$ cat src/rtl/grid_cursor_ctrl.sv
// grid_cursor_ctrl
//   Cursor / level-select controller driven by a 4-way key pad and a confirm
//   button. In grid navigation the cursor moves inside a ROWS x COLS grid
//   without wrapping; in level select the keys adjust a pending level that A
//   commits.
//
//   Optional feature: define AUTO_REPEAT_EN to enable key auto-repeat
//   (first repeat after REPEAT_DELAY cycles, then every REPEAT_RATE cycles).
//
// Ports
//   clock        rising-edge clock
//   reset        asynchronous, active-high reset
//   keys[3:0]    async keys: bit0 up, bit1 down, bit2 left, bit3 right
//   A            async confirm button
//   inputState   1 = level select, 2 = grid navigation, others = idle
//   cursor_row   current cursor row
//   cursor_col   current cursor column
//   cursor_idx   cursor_row*COLS + cursor_col
//   level        committed level (1..LEVELS)
//   move_pulse   one-cycle strobe when the cursor position changes
//   level_valid  one-cycle strobe when level is committed
module grid_cursor_ctrl #(
    parameter int ROWS         = 6,
    parameter int COLS         = 6,
    parameter int LEVELS       = 4,
    parameter int REPEAT_DELAY = 25000000,
    parameter int REPEAT_RATE  = 5000000
) (
    input  logic                            clock,
    input  logic                            reset,
    input  logic [3:0]                      keys,
    input  logic                            A,
    input  logic [2:0]                      inputState,
    output logic [$clog2(ROWS)-1:0]         cursor_row,
    output logic [$clog2(COLS)-1:0]         cursor_col,
    output logic [$clog2(ROWS*COLS)-1:0]    cursor_idx,
    output logic [$clog2(LEVELS+1)-1:0]     level,
    output logic                            move_pulse,
    output logic                            level_valid
);

    localparam int RW = $clog2(ROWS);
    localparam int CW = $clog2(COLS);
    localparam int IW = $clog2(ROWS*COLS);
    localparam int LW = $clog2(LEVELS+1);

    if (ROWS < 2 || ROWS > 64 || COLS < 2 || COLS > 64 ||
        LEVELS < 2 || LEVELS > 15 || REPEAT_DELAY < 1 || REPEAT_RATE < 1) begin : g_param_check
        $error("grid_cursor_ctrl: parameter out of range");
    end

    typedef enum logic [1:0] {
        IDLE,
        LEVEL_SEL,
        GRID
    } state_t;

    state_t state, state_next;

    logic [3:0]    keys_s1, keys_s2;
    logic          a_s1, a_s2, a_prev;
    logic [1:0]    sync_fill;
    logic          armed;
    logic          key_onehot;
    logic          press_evt;
    logic          key_evt;
    logic          a_edge;
    logic [LW-1:0] pending;

    logic [RW-1:0] row_step;
    logic [CW-1:0] col_step;
    logic [LW-1:0] pend_step;
    logic          moved;

    // Two-flop synchronizers. sync_fill marks when keys_s2 holds a real
    // sample rather than its reset value, so a key held through reset cannot
    // arm the event path.
    always_ff @(posedge clock or posedge reset) begin
        if (reset) begin
            keys_s1   <= '0;
            keys_s2   <= '0;
            a_s1      <= 1'b0;
            a_s2      <= 1'b0;
            a_prev    <= 1'b0;
            sync_fill <= '0;
            armed     <= 1'b0;
        end else begin
            keys_s1   <= keys;
            keys_s2   <= keys_s1;
            a_s1      <= A;
            a_s2      <= a_s1;
            a_prev    <= a_s2;
            sync_fill <= {sync_fill[0], 1'b1};
            // armed == "previous genuine sample was all-released"
            armed     <= sync_fill[1] && (keys_s2 == 4'b0000);
        end
    end

    assign key_onehot = (keys_s2 != 4'b0000) && ((keys_s2 & (keys_s2 - 4'd1)) == 4'b0000);
    assign press_evt  = armed && key_onehot;
    assign a_edge     = a_s2 && !a_prev;

`ifdef AUTO_REPEAT_EN
    localparam int RPT_MAX = (REPEAT_DELAY > REPEAT_RATE) ? REPEAT_DELAY : REPEAT_RATE;
    localparam int TW      = $clog2(RPT_MAX + 1);

    logic [TW-1:0] rpt_cnt;
    logic          rpt_phase;   // 0: waiting first delay, 1: repeating at rate
    logic          rpt_hold;
    logic [3:0]    rpt_keys;
    logic          rpt_evt;

    assign rpt_evt = rpt_hold && (keys_s2 == rpt_keys) &&
                     (rpt_phase ? (rpt_cnt == TW'(REPEAT_RATE - 1))
                                : (rpt_cnt == TW'(REPEAT_DELAY - 1)));

    always_ff @(posedge clock or posedge reset) begin
        if (reset) begin
            rpt_cnt   <= '0;
            rpt_phase <= 1'b0;
            rpt_hold  <= 1'b0;
            rpt_keys  <= '0;
        end else if (press_evt) begin
            rpt_cnt   <= '0;
            rpt_phase <= 1'b0;
            rpt_hold  <= 1'b1;
            rpt_keys  <= keys_s2;
        end else if (rpt_hold && (keys_s2 == rpt_keys)) begin
            if (rpt_evt) begin
                rpt_cnt   <= '0;
                rpt_phase <= 1'b1;
            end else begin
                rpt_cnt   <= rpt_cnt + TW'(1);
            end
        end else begin
            rpt_cnt   <= '0;
            rpt_phase <= 1'b0;
            rpt_hold  <= 1'b0;
        end
    end

    assign key_evt = press_evt || rpt_evt;
`else
    assign key_evt = press_evt;
`endif

    always_comb begin
        case (inputState)
            3'd1:    state_next = LEVEL_SEL;
            3'd2:    state_next = GRID;
            default: state_next = IDLE;
        endcase
    end

    // Candidate next cursor / pending level for the current key pattern;
    // only consumed on a key event, when keys_s2 is one-hot.
    always_comb begin
        row_step  = cursor_row;
        col_step  = cursor_col;
        pend_step = pending;
        if (keys_s2[0]) begin
            if (cursor_row != '0)         row_step  = cursor_row - RW'(1);
            if (pending != LW'(LEVELS))   pend_step = pending + LW'(1);
        end
        if (keys_s2[1]) begin
            if (cursor_row != RW'(ROWS - 1)) row_step  = cursor_row + RW'(1);
            if (pending != LW'(1))           pend_step = pending - LW'(1);
        end
        if (keys_s2[2]) begin
            if (cursor_col != '0)            col_step  = cursor_col - CW'(1);
        end
        if (keys_s2[3]) begin
            if (cursor_col != CW'(COLS - 1)) col_step  = cursor_col + CW'(1);
        end
        moved = (row_step != cursor_row) || (col_step != cursor_col);
    end

    always_ff @(posedge clock or posedge reset) begin
        if (reset) begin
            state       <= IDLE;
            cursor_row  <= '0;
            cursor_col  <= '0;
            level       <= LW'(1);
            pending     <= LW'(1);
            move_pulse  <= 1'b0;
            level_valid <= 1'b0;
        end else begin
            state       <= state_next;
            move_pulse  <= 1'b0;
            level_valid <= 1'b0;

            case (state)
                GRID: begin
                    if (key_evt && moved) begin
                        cursor_row <= row_step;
                        cursor_col <= col_step;
                        move_pulse <= 1'b1;
                    end
                end
                LEVEL_SEL: begin
                    if (key_evt)
                        pending <= pend_step;
                    // Commits the pre-key pending value when both coincide.
                    if (a_edge) begin
                        level       <= pending;
                        level_valid <= 1'b1;
                    end
                end
                default: ;
            endcase

            // Entry actions; state is not GRID/LEVEL_SEL here, so the case
            // above never updated the same registers this cycle.
            if (state_next == GRID && state != GRID) begin
                cursor_row <= '0;
                cursor_col <= '0;
            end
            if (state_next == LEVEL_SEL && state != LEVEL_SEL)
                pending <= level;
        end
    end

    assign cursor_idx = IW'(cursor_row) * IW'(COLS) + IW'(cursor_col);

endmodule
$ cat config.mk
export PLATFORM = sky130hd
export DESIGN_NAME = grid_cursor_ctrl
export DESIGN_NICKNAME = d
export VERILOG_FILES = /design/src/rtl/grid_cursor_ctrl.sv
export SDC_FILE = /design/constraint.sdc
export NUM_CORES = 1
export LEC_CHECK = 0
export CORE_MARGIN = 10
export CORE_UTILIZATION = 37
export DETAILED_ROUTE_END_ITERATION = 10
export HOLD_SLACK_MARGIN = 0.1
export PLACE_DENSITY = 0.57
export SLEW_MARGIN = 5
export SYNTH_ARGS = -nofsm -noshare
export SYNTH_HDL_FRONTEND = slang
export SYNTH_SLANG_ARGS = --single-unit
export TNS_END_PERCENT = 1
$ cat constraint.sdc
create_clock -name clock -period 2.88 [get_ports clock]
set_input_delay 0.576 -clock clock [delete_from_list [all_inputs] [get_ports clock]]
set_output_delay 0.576 -clock clock [all_outputs]
set_load 0.02 [all_outputs]
; ---- After elaboration in Yosys (flattened, before gate mapping)
; Index checks and enable logic that the tools add are counted.
; Widths: inputs -> output; s select.
[word_totals]
register_bits = 30
latch_bits = 0
ramBits = 0
rom_bits = 0
in_bits = 10
out_inout_bits = 17
elab_cells = 85
memories = 0
[op_classes]
add_sub_neg = 8
mul = 1
n_div = 0
order_cmp = 0
n_eq_ne = 14
shifts = 0
n_mux = 26
n_bitwise = 1
reduce_logical = 21
[ops]
columns = op, count
row1 = $mux 3, 21
row2 = $add 3x1->3 const B, 3
row3 = $ne 3x3->1 const B, 3
row4 = $sub 3x1->3 const B, 3
row5 = $logic_not 4->1, 2
row6 = $reduce_bool 2->1, 4
row7 = $logic_and 1x1->1, 7
row8 = $add 6x3->6, 1
row9 = $ne 3x3->1, 2
row10 = $reduce_and 2->1, 3
row11 = $reduce_bool 3->1, 2
row12 = $mul 3x2->5 const B, 1
row13 = $and 4x4->4, 1
row14 = $eq 2x1->1 const B, 2
row15 = $eq 2x2->1 const B, 2
row16 = $mux 1, 4
row17 = $pmux 2 s2, 1
row18 = $reduce_bool 4->1, 1
row19 = $sub 4x1->4 const B, 1
row20 = $eq 3x1->1 const B, 1
row21 = $eq 3x2->1 const B, 1
row22 = $ne 3x1->1 const B, 1
row23 = $ne 2x1->1 const B, 1
row24 = $ne 2x2->1 const B, 1
row25 = 2 further kinds, 2

; ---- Logic depth before layout (Yosys ltp)
[depth]
word_depth = 11
ltp_mapped = 7
mapped_depth_nobuf = 7

; ---- Worst setup path after synthesis
; No wires, ideal clock.
[synth_timing]
kind = reg2out
start = register cursor_row[1]
end = output port cursor_idx[5]
t_arrival_ns = 1.910
required_ns = 2.304
slack_ns = 0.394
path_stages_with_launch = 6
path_buffers = 0
cell_sequence = dfrtp_1 > inv_1 > ha_1 > fa_1 > nand3_1 > xor2_1
[synth_between]
elab_chain_cells = 2
[synth_lines]
columns = element, line
row1 = from (decl), 34  ; output logic [$clog2(ROWS)-1:0] cursor_row,
row2 = from (signal assigned), 195  ; cursor_row <= row_step;
row3 = $mul 3x2->5, 223  ; assign cursor_idx = IW'(cursor_row) * IW'(COLS) + IW'(cursor_col);
row4 = $add 6x3->6, 223
row5 = to (decl), 36  ; output logic [$clog2(ROWS*COLS)-1:0] cursor_idx,
; No other way between the ends.

; ---- Final worst setup path
[layout_timing]
start = register cursor_row[1]
end = output port cursor_idx[4]
; The elaborated chain is that of the path after synthesis.

==> impl_metrics.json <==
{
  "worstHoldStart": "keys_s1[0]",
  "hold_viol": 0,
  "reg2reg_from": "cursor_col[1]",
  "drc": 0,
  "timing.hold.ws_ns": 0.348,
  "antenna_found_initial": 0,
  "synth_edf_count": 0,
  "hold_path_class": "flip-flop to flip-flop",
  "final.min_clock_period_ns": 2.69,
  "crit_path_start": "cursor_row[1]",
  "nNetsFinal": 210,
  "rsz0062_at_grt": "false",
  "clock_skew_ns": 0.00490,
  "drive_gt1_share_pct": 12.6,
  "synth.area.top_cells": "dfrtp_1 (41%), ha_1 (12%), dfstp_2 (3.1%)",
  "cp_max_fo": 4,
  "status": "finished clean",
  "synthArstFlopShare_pct": 100,
  "cts.htree.levels": 2,
  "critPathCaptureType": "primary output",
  "synth_top_area_share_pct": 41.1,
  "rrSetupSlack_ns": 0.89,
  "synthCells": 153,
  "crit_type": "flip-flop to primary output",
  "place_hpwl_um": 2530,
  "die_x_um": 87.9,
  "syn_area_mm2": 0.00171,
  "synthToLayoutAreaGrowth_pct": 22.6,
  "max_freq_mhz": 371,
  "drt_pass1_iterations": 5,
  "setup_ws_ns": 0.185,
  "maxSlewViolCount": 0,
  "grt_start_max_net_pins": 19,
  "dr.max_layer_used": "met4",
  "core_area_mm2": 0.00441,
  "gp_congestion": 0.843,
  "synth_top_area_cell": "dfrtp_1",
  "seq_area_frac_synth_pct": 44.2,
  "whs_endpoint": "keys_s2[0]",
  "crit_required_ns": 2.30,
  "cts_buffer_depth": 2,
  "die_area_mm2": 0.00772,
  "cap_violations": 0,
  "leakage_nw": 0.975,
  "timing.rr.end": "cursor_col[2]",
  "initial_core_util_pct": 38.6,
  "final_antenna_net_count": 0,
  "arrival_ns": 2.12,
  "postLayoutCoreUtil_pct": 47.4,
  "cts-buffers-inserted": 5,
  "clock-sinks": 30,
  "holdPathStages": 0,
  "pre_cts_slack_ns": 0.0431,
  "cts_tree": "done",
  "met3_length_um": 193,
  "ys_warn_count": 0,
  "synth_nets": 181,
  "ioPinCount": 27,
  "first_global_vias": 1225,
  "slew_headroom_pct": 61.8,
  "min_period_over_period_pct": 93.6,
  "grt_usage_pct": 8.94,
  "dr_wl_met2_um": 1460,
  "grt.overflow.total": 0,
  "setup_viol": 0,
  "vdd_ir_drop_max_v": 0.000335,
  "via_per_inst": 5.03,
  "ys_seq_elements": 30,
  "clk_latency_ns": 0.27,
  "m1WireLength_um": 1550,
  "drt_iter0_drc": 40,
  "vias": 1182,
  "r2r_cells": 7,
  "power_density_mw_per_mm2": 449,
  "start_kind": "flip-flop",
  "io_buffers": 26,
  "fillers": 384,
  "syn_avg_cell_area_um2": 11.1,
  "clk_pin_slew_worst_paths_ns": 0.07,
  "grt_pass1_wl_um": 5640,
  "avgRoutedWirePerCell_um": 13.7,
  "diodes": 0,
  "placed_area_mm2": 0.00200,
  "synth-main-ff-cell": "dfrtp_1",
  "wl_um": 3220,
  "tns_ns": 0,
  "design_area_mm2": 0.00209,
  "synth_cell_type_count": 47,
  "rows": 24,
  "cts-root-buf": "clkbuf_8",
  "tightest_slew_ns": 0.572,
  "die_y_um": 87.9
}
## worst max-delay path by stage
stage	to	slack (ns)	depth (start not counted)
finish	cursor_idx[4]	0.19	7
global route	cursor_idx[4]	0.08	7
global placement	cursor_idx[5]	0.12	6
floorplan	cursor_idx[5]	0.39	5
detailed placement	cursor_idx[5]	0.04	6
CTS	cursor_idx[2]	0.03	4
## layout make-up
cell class	count	area (um2)	area share, %
repair buffers	29	278	13.3
flip-flops and latches	30	754	36.1
well taps	52	65.1	3.11
clock buffers	6	82.6	3.95
clock inverters	2	12.5	0.598
inverters	10	37.5	1.80
multi-input cells	106	861	41.2
## report_power, final
part           switching, W  total [W]  internal (W)
logic             0.0000625   0.000122     0.0000596
clock network      0.000154   0.000346      0.000192
registers         0.0000224   0.000471      0.000448
total              0.000239   0.000939      0.000699
## what timing repair did
item                       in CTS  in global routing
hold buffers                    0                  0
setup buffers                   0                  0
setup endpoints to repair       4                  2
resized for setup               4                  3
gates cloned                    0                  0
## stage by stage
stage,power (W),instances
2_1_floorplan,0.000560,153
3_3_place_gp,0.000596,227
3_5_place_dp,0.000602,227
4_1_cts,0.000955,235
5_1_grt,0.000992,235
6_report,0.000939,235
## critical path: stages (launching register included)
cell and delay [ns]:
dfrtp_1 0.40, inv_1 0.11, ha_1 0.35, ha_1 0.30, a21o_1 0.16, nand2_1 0.07
xnor2_1 0.11, dlygate4sd2_1 0.35
## flip-flops by register name, summed over array words and instances, names as in the netlist
| register | flops |
|---|---|
| state | 2 |
| move_pulse | 1 |
| pending | 3 |
| a_s2 | 1 |
| level_valid | 1 |
| level | 3 |
| sync_fill | 2 |
| cursor_col | 3 |
| a_prev | 1 |
| keys_s2 | 4 |
| keys_s1 | 4 |
| cursor_row | 3 |
| a_s1 | 1 |
| armed | 1 |
## per-layer routing
layer,global-route usage (%),up-vias
met5,0,-
met4,2.90,0
met3,3.90,2
met2,14.0,28
met1,10.8,565
li1,-,587
## kinds of logic (layout without fill, tap and decap cells)
kind of cell / after synthesis / after routing / share of synthesized area (%)
AO/OA/AOI/OAI: 33 / 33 / 15.3
XOR/XNOR: 7 / 7 / 3.60
adder cells (fa/ha/maj): 18 / 18 / 14.1
buffers and inverters: 17 / 47 / 5.36
flip-flops: 30 / 30 / 44.2
multiplexers: 3 / 3 / 1.98
other: 1 / 1 / 0.220
AND/OR/NAND/NOR: 44 / 44 / 15.3
## synthesized netlist by cell type, drive strengths merged, types with 3 or more instances
master and count:
xor2 4, inv 10, mux2 3, nand2b 3, nand3b 3, o21ai 3, nand2 7, a21oi 9
a211oi 4, nor2b 3, ha 16, xnor2 3, nor3 5, o2bb2ai 3, nor2 9, buf 5
dfrtp 28
## cells in the final DEF (no fill, tap or decap), types with 2 or more instances in the layout
cell type | netlist | routed
or2b_1 | 2 | 2
clkdlybuf4s50_1 | 0 | 22
dlygate4sd2_1 | 0 | 2
mux2_2 | 3 | 3
dfstp_2 | 2 | 2
nand2b_1 | 3 | 3
nor2b_1 | 3 | 3
nand3_1 | 2 | 2
fa_1 | 2 | 2
nor2_1 | 9 | 9
nand3b_1 | 2 | 2
nor4b_1 | 2 | 2
a21oi_1 | 9 | 9
xor2_1 | 4 | 4
inv_1 | 10 | 10
buf_4 | 1 | 3
nor3b_1 | 2 | 2
o21ai_0 | 2 | 2
dfrtp_1 | 28 | 27
o2bb2ai_1 | 2 | 2
nor3_1 | 5 | 5
a311oi_1 | 2 | 2
and2_1 | 2 | 2
clkbuf_8 | 0 | 6
xnor2_1 | 3 | 3
nand2_1 | 7 | 7
a21boi_1 | 2 | 2
a221o_1 | 2 | 2
a32o_1 | 2 | 2
ha_1 | 16 | 16
a211oi_1 | 2 | 2
Power figures use the tool's default switching activity.
